<file path="config.mk">
export PLATFORM = sky130hd
export DESIGN_NAME = alu_mdu_controller
export DESIGN_NICKNAME = d
export VERILOG_FILES = /design/src/rtl/alu_mdu_controller.sv
export SDC_FILE = /design/constraint.sdc
export NUM_CORES = 1
export LEC_CHECK = 0
export ABC_AREA = 1
export CORE_MARGIN = 2
export CORE_UTILIZATION = 50
export DETAILED_ROUTE_END_ITERATION = 7
export DONT_BUFFER_PORTS = 1
export PLACE_DENSITY = 0.68
export SETUP_SLACK_MARGIN = 0.3
export SKIP_CTS_REPAIR_TIMING = 1
export SLEW_MARGIN = 20
export SYNTH_ARGS = -nofsm -noshare
export SYNTH_HDL_FRONTEND = slang
export SYNTH_SLANG_ARGS = --single-unit
</file>
<file path="constraint.sdc">
create_clock -name clk_i -period 1.2 [get_ports clk_i]
set_input_delay 0.12 -clock clk_i [delete_from_list [all_inputs] [get_ports clk_i]]
set_output_delay 0.12 -clock clk_i [all_outputs]
set_load 0.02 [all_outputs]
</file>
<file path="src/rtl/alu_mdu_controller.sv">
// ALU operation decoder plus IDLE/BUSY/DONE sequencer for a fixed-latency iterative MDU.
// Optional build macro ALU_MDU_DIVZERO_FAST_EN: single-cycle divide-by-zero completion with divzero_o.
module alu_mdu_controller #(
  parameter int ALU_OP_W    = 4,
  parameter int MUL_LATENCY = 4,
  parameter int DIV_LATENCY = 33
) (
  input  logic                clk_i,
  input  logic                rst_ni,
  input  logic                valid_i,
  input  logic                flush_i,
  input  logic [1:0]          alu_ctrl_op_i,
  input  logic [2:0]          funct3_i,
  input  logic [6:0]          funct7_i,
  input  logic                rs2_zero_i,
  output logic [ALU_OP_W-1:0] alu_op_o,
  output logic                mdu_start_o,
  output logic [2:0]          mdu_op_o,
  output logic                mdu_abort_o,
  output logic                stall_o,
  output logic                result_sel_o,
`ifdef ALU_MDU_DIVZERO_FAST_EN
  output logic                divzero_o,
`endif
  output logic                busy_o
);

  // state  | meaning
  // S_IDLE | no MDU op in flight; issue check each cycle
  // S_BUSY | MDU iterating; counter holds remaining cycles minus one
  // S_DONE | MDU result valid, writeback selects it for one cycle
  typedef enum logic [1:0] {S_IDLE, S_BUSY, S_DONE} state_t;

  localparam int MAX_LAT = (MUL_LATENCY > DIV_LATENCY) ? MUL_LATENCY : DIV_LATENCY;
  localparam int CW      = $clog2(MAX_LAT + 1);
  localparam logic [CW-1:0] MUL_LOAD = CW'(MUL_LATENCY - 1);
  localparam logic [CW-1:0] DIV_LOAD = CW'(DIV_LATENCY - 1);

  localparam logic [3:0] OP_ADD = 4'd0, OP_SUB = 4'd1, OP_SLL = 4'd2, OP_SLT = 4'd3,
                         OP_SLTU = 4'd4, OP_XOR = 4'd5, OP_SRL = 4'd6, OP_SRA = 4'd7,
                         OP_OR = 4'd8, OP_AND = 4'd9;

  state_t        state, state_nxt;
  logic [CW-1:0] cnt, cnt_nxt;
  logic [2:0]    op_q, op_nxt;
  logic [3:0]    alu_op;
  logic          is_m;
  logic          fast;

  assign is_m = (alu_ctrl_op_i == 2'b10) && (funct7_i == 7'b0000001);

  always_comb begin
    alu_op = OP_ADD;
    if (alu_ctrl_op_i == 2'b01) begin
      alu_op = OP_SUB;
    end else if (alu_ctrl_op_i[1] && !is_m) begin
      unique case (funct3_i)
        3'd0:    alu_op = (alu_ctrl_op_i[0] == 1'b0 && funct7_i[5]) ? OP_SUB : OP_ADD;
        3'd1:    alu_op = OP_SLL;
        3'd2:    alu_op = OP_SLT;
        3'd3:    alu_op = OP_SLTU;
        3'd4:    alu_op = OP_XOR;
        3'd5:    alu_op = funct7_i[5] ? OP_SRA : OP_SRL;
        3'd6:    alu_op = OP_OR;
        default: alu_op = OP_AND;
      endcase
    end
  end

  assign alu_op_o = ALU_OP_W'(alu_op);

`ifdef ALU_MDU_DIVZERO_FAST_EN
  // The MDU already drives its div-by-zero constant, so no iteration is needed.
  assign fast      = (state == S_IDLE) && valid_i && is_m && funct3_i[2] && rs2_zero_i && !flush_i;
  assign divzero_o = fast;
`else
  logic unused_rs2_zero;
  assign unused_rs2_zero = rs2_zero_i;
  assign fast = 1'b0;
`endif

  always_comb begin
    state_nxt    = state;
    cnt_nxt      = cnt;
    op_nxt       = op_q;
    mdu_start_o  = 1'b0;
    mdu_abort_o  = 1'b0;
    stall_o      = 1'b0;
    result_sel_o = 1'b0;
    unique case (state)
      S_IDLE: begin
        if (fast) begin
          result_sel_o = 1'b1;
        end else if (valid_i && is_m && !flush_i) begin
          mdu_start_o = 1'b1;
          stall_o     = 1'b1;
          op_nxt      = funct3_i;
          cnt_nxt     = funct3_i[2] ? DIV_LOAD : MUL_LOAD;
          state_nxt   = S_BUSY;
        end
      end
      S_BUSY: begin
        stall_o = 1'b1;
        if (flush_i) begin
          mdu_abort_o = 1'b1;
          cnt_nxt     = '0;
          state_nxt   = S_IDLE;
        end else if (cnt == '0) begin
          state_nxt = S_DONE;
        end else begin
          cnt_nxt = cnt - CW'(1);
        end
      end
      default: begin
        result_sel_o = !flush_i;
        cnt_nxt      = '0;
        state_nxt    = S_IDLE;
      end
    endcase
  end

  always_ff @(posedge clk_i or negedge rst_ni) begin
    if (!rst_ni) begin
      state <= S_IDLE;
      cnt   <= '0;
      op_q  <= '0;
    end else begin
      state <= state_nxt;
      cnt   <= cnt_nxt;
      op_q  <= op_nxt;
    end
  end

  assign mdu_op_o = op_q;
  assign busy_o   = (state == S_BUSY);

endmodule

</file>
## Word level (Yosys, flattened, before mapping)

Index checks and enable logic that the tools add are counted.

- Shift operators: 0
- Div/mod/pow operators: 0
- Bitwise logic cells: 1
- Mux-type cells: 20
- Reductions and logical operators: 14
- Eq/ne operators: 13
- $add $sub $neg: 1
- Multipliers: 0
- Order comparisons: 0

Operators with widths:

| kind | number |
|---|---|
| $pmux 4 s7 | 1 |
| $mux 6 | 4 |
| $pmux 6 s2 | 1 |
| $eq 3x3->1 const B | 3 |
| $mux 4 | 2 |
| $eq 7x1->1 const B | 1 |
| $mux 1 | 7 |
| $eq 3x2->1 const B | 2 |
| $logic_not 6->1 | 1 |
| $mux 2 | 3 |
| $reduce_and 2->1 | 3 |
| $sub 6x1->6 const B | 1 |
| $logic_and 1x1->1 | 5 |
| $eq 2x1->1 const B | 2 |
| $pmux 2 s2 | 1 |
| $eq 3x1->1 const B | 1 |
| $logic_not 3->1 | 1 |
| $ne 3x2->1 const B | 1 |
| $ne 3x3->1 const B | 1 |
| $eq 2x2->1 const B | 1 |
| $logic_not 1->1 | 2 |
| $logic_not 2->1 | 1 |
| $ne 2x2->1 const B | 1 |
| $pmux 1 s2 | 1 |
| other kinds (2) | 2 |

- Memories: 0
- Bits in read-only memories: 0
- Bits in latches: 0
- Bits in writable memories: 0
- Bits in registers: 11
- Logic and storage cells: 52

## Logic depth before layout (Yosys ltp)

- Depth in word-level cells: 6
- Mapped depth: 9
- Gate-level depth less buffers: 9

## Worst setup path after synthesis

Ideal clock, no wire load.

- Kind: reg-to-reg
- Start point: register cnt[0]
- End point: register cnt[5]
- Stages on the path, launching flop included: 9
- Period minus slack after synthesis: 1.249 ns
- Path slack: -0.049 ns
- Arrival: 1.184 ns
- Data required time: 1.135 ns
- Library setup time: 0.065 ns
- Cell sequence: dfrtp_1 -> inv_1 -> ha_1 -> nand2_1 -> nor3_2 -> nand2_2 -> nand2_2 -> nand2_1 -> nand2_1

- Word-level cells in the longest chain between the ends: 4
- Elaborated cells between the ends (all ways): 7
- Those cells by class: add/sub (1); eq/ne (1); mux (3); reduce/logical (2)

RTL lines:

| element | RTL line | text |
|---|---|---|
| start, declared | 44 | `logic [CW-1:0] cnt, cnt_nxt;` |
| start signal, assigned | 129 | `cnt <= cnt_nxt;` |
| $sub 6x1->6 | 111 | `cnt_nxt = cnt - CW'(1);` |
| $mux 6 | 108 | `end else if (cnt == '0) begin` |
| $mux 6 | 104 | `if (flush_i) begin` |
| $pmux 6 s2 | 90 | `unique case (state)` |

Parallel ways exist; a longest one is shown, timed or not. The select of a mux whose other input is x is not followed.
A chain may end at the register's enable or synchronous reset.

## Worst setup path in the final report

- Start point: register cnt[0]
- End point: register cnt[2]

Same word-level chain as after synthesis.

==> run metrics <==
status complete, but fails checks; violations in the final reports negative setup slack; clock tree from TritonCTS yes; total routing usage reported by global routing 21.5%; syn_nets 150; weighted congestion at the end of routability-driven global placement 0.847; Core Box Area 1540 µm²; vias 892; CTS Buffer Depth 2; total number of clock tree sinks 11; sum of routed wire length over all layers 2090 µm; register area share after synthesis 33.1%; setup violators final 10; largest fanout on the critical path 8; placed instance count 157; total count of hold-check failures in the final report 0; transition time at the pin with the least slew margin 0.511 ns; skew final 0.000964 ns; maximum clock frequency 772 MHz; H-tree lvl count 1; clock transition at the registers of the reported paths 0.07 ns; fraction of layout instances using a drive strength above 1 36.7%; Buffers on Ports 0; Die Height 44.8 µm; average cell area after synthesis 6.35 µm²; final design instance area without fill 1190 µm²; final-stage net count 170; clock latency on the worst-skew pair 0.27 ns; routed wire length per instance 12.6 µm; post-layout minimum cycle time 1.29 ns; global-route congestion overflow total 0; First-pass DRT Iterations 5; highest metal layer with signal wires met4; CP endpoint cnt[2]; via density per instance 5.37; full die area 2010 µm²; HP Class input port to register; clock root buffer master sky130_fd_sc_hd__clkbuf_4; Site Rows 14; total half-perimeter wirelength after legalization and detailed placement 1540 µm; die width 44.8 µm; CP startpoint kind register; flop2flop setup slack -0.09 ns; VDD IR-drop max 843 µV; leakage power of the design 0.585 nW; Power per Cell Area 834 nW/µm²; vias in the first global route 738; Worst R2R Path Depth 8; final slew viol count 0; effective utilization at floorplan 54.0%; number of clock buffers inserted by TritonCTS 3; number of fillers in the final layout 106; Area Growth Syn to Fin 43.6%; antenna-violating nets left 0; launch instance of the worst register-to-register path cnt[0]; critical setup path kind register to register; synthesized flop and latch total 11; diodes inserted 0; synth unique cells 20; Setup crit end kind register; placed standard-cell area 1010 µm²; period utilisation layout 108%; residual DRC count 0; largest net degree at the start of global routing 12; summed instance area of the synthesized netlist 832 µm²; Layout Cells excl Fill 166; length of routed met2 wiring 1050 µm; first-pass GRT wire length 3080 µm; Max Cap Viol 0; initial antenna violation count 0; met3 WL 96 µm; Crit path required time 1.41 ns; unrepaired setup endpoints after global routing yes; final setup margin -0.0948 ns; launch point of the critical path cnt[0]; violation count after the first detailed-routing iteration 23; total of warnings raised by yosys 0; cells after synthesis 131; met1 routed wirelength after detailed routing 912 µm; destination of the worst register-to-register timing path cnt[2]; worst hold margin 0.0408 ns; relative slew slack 65.8%; number of placed I/O pins 29; post-layout power 0.000997 W; data arrival time of the critical path 1.51 ns
-- per-stage QoR --
step / util, % / TNS (ns) / setup WS (ns)
global route: 77.5 / -1.14 / -0.173
finish: 77.5 / -0.592 / -0.0948
floorplan: - / 0 / 0.000805
CTS: 67.3 / -1.02 / -0.139
detailed placement: 65.6 / -0.602 / -0.109
global placement: 65.6 / -0.397 / -0.0724
-- kinds of logic after synthesis --
group                      count (synthesis)  share of synthesized area (%)
AOI/OAI and AO/OA                          9                           6.01
adders and majority gates                  2                           3.01
buffers and inverters                     23                           10.4
DFF                                       11                           33.1
and+or+nand+nor                           86                           47.5
-- layer usage --
metal  vias to the layer above  GRT usage (%)
met1                       413           28.5
li1                        451              -
met4                         0           8.82
met5                         -              0
met2                        23           35.1
met3                         5           3.60
-- flip-flops by register name (all words and copies together), names as in the netlist --
name and count:
cnt 6, mdu_op_o 3, state 2
-- layout make-up --
| class | count | area [µm²] | area share (%) |
|---|---|---|---|
| tap | 16 | 20.0 | 1.68 |
| inverter | 23 | 105 | 8.80 |
| timing repair buffer | 15 | 130 | 10.9 |
| clock buffer | 4 | 26.3 | 2.20 |
| sequential | 11 | 279 | 23.4 |
| multi-input combinational | 97 | 634 | 53.1 |
-- worst min path at each step --
stage	startpoint	end	slack, ns	cells past startpoint
final	funct3_i[2]	mdu_op_o[2]	0.04	2
after global routing	funct3_i[2]	mdu_op_o[2]	0.06	2
after CTS	rst_ni	mdu_op_o[1]	-0.46	0
after detailed placement	rst_ni	mdu_op_o[1]	-0.18	0
after global placement	rst_ni	mdu_op_o[1]	-0.18	0
after floorplan	rst_ni	cnt[0]	-0.18	0
-- power by group --
group	switching (W)	total [W]	internal (W)
sequential	0.0000241	0.000416	0.000392
clock	0.000129	0.000258	0.000129
combinational	0.000179	0.000323	0.000144
total	0.000332	0.000997	0.000665
-- Yosys cell counts --
cell	instances	share of area (%)
sky130_fd_sc_hd__nor2_1	19	8.6
sky130_fd_sc_hd__nor3_1	2	1.2
sky130_fd_sc_hd__o21ai_1	1	0.60
sky130_fd_sc_hd__inv_2	1	0.45
sky130_fd_sc_hd__o21ai_0	4	2.4
sky130_fd_sc_hd__ha_1	2	3.0
sky130_fd_sc_hd__nor2_2	1	0.75
sky130_fd_sc_hd__or2_4	1	1.1
sky130_fd_sc_hd__nor3_2	1	1.2
sky130_fd_sc_hd__or2_2	1	0.75
sky130_fd_sc_hd__nand2_2	4	3.0
sky130_fd_sc_hd__inv_1	22	9.9
sky130_fd_sc_hd__o211ai_1	2	1.8
sky130_fd_sc_hd__nand3_1	14	8.4
sky130_fd_sc_hd__nand3_2	1	1.2
sky130_fd_sc_hd__dfrtp_1	11	33
sky130_fd_sc_hd__nand2_1	38	17
sky130_fd_sc_hd__nand4_1	3	2.3
sky130_fd_sc_hd__a21oi_1	2	1.2
sky130_fd_sc_hd__nor3_4	1	2.0
-- cells in the final DEF, fill, tap and decap left out, types with 2 or more instances in the layout --
cell type,synthesis,final
sky130_fd_sc_hd__nand2_2,4,3
sky130_fd_sc_hd__nand2_1,38,35
sky130_fd_sc_hd__nor2_2,1,3
sky130_fd_sc_hd__nand3_1,14,13
sky130_fd_sc_hd__clkbuf_4,0,3
sky130_fd_sc_hd__nor3_4,1,4
sky130_fd_sc_hd__inv_2,1,2
sky130_fd_sc_hd__nand4_1,3,3
sky130_fd_sc_hd__nand2_4,0,4
sky130_fd_sc_hd__nor2_1,19,10
sky130_fd_sc_hd__dfrtp_2,0,3
sky130_fd_sc_hd__buf_6,0,2
sky130_fd_sc_hd__buf_4,0,11
sky130_fd_sc_hd__dfrtp_1,11,8
sky130_fd_sc_hd__inv_1,22,17
sky130_fd_sc_hd__o21ai_0,4,2
sky130_fd_sc_hd__o21ai_1,1,2
sky130_fd_sc_hd__nor2_4,0,7
sky130_fd_sc_hd__o211ai_1,2,2
-- worst max-delay path, stage by stage, from the launching register on --
cell,delay [ns]
sky130_fd_sc_hd__dfrtp_1,0.40
sky130_fd_sc_hd__inv_2,0.10
sky130_fd_sc_hd__ha_4,0.14
sky130_fd_sc_hd__nand2_4,0.05
sky130_fd_sc_hd__nor3_4,0.18
sky130_fd_sc_hd__nand2_4,0.12
sky130_fd_sc_hd__nand2_4,0.10
sky130_fd_sc_hd__nand2_1,0.07
sky130_fd_sc_hd__nand2_1,0.06
Power figures use the tool's default switching activity.
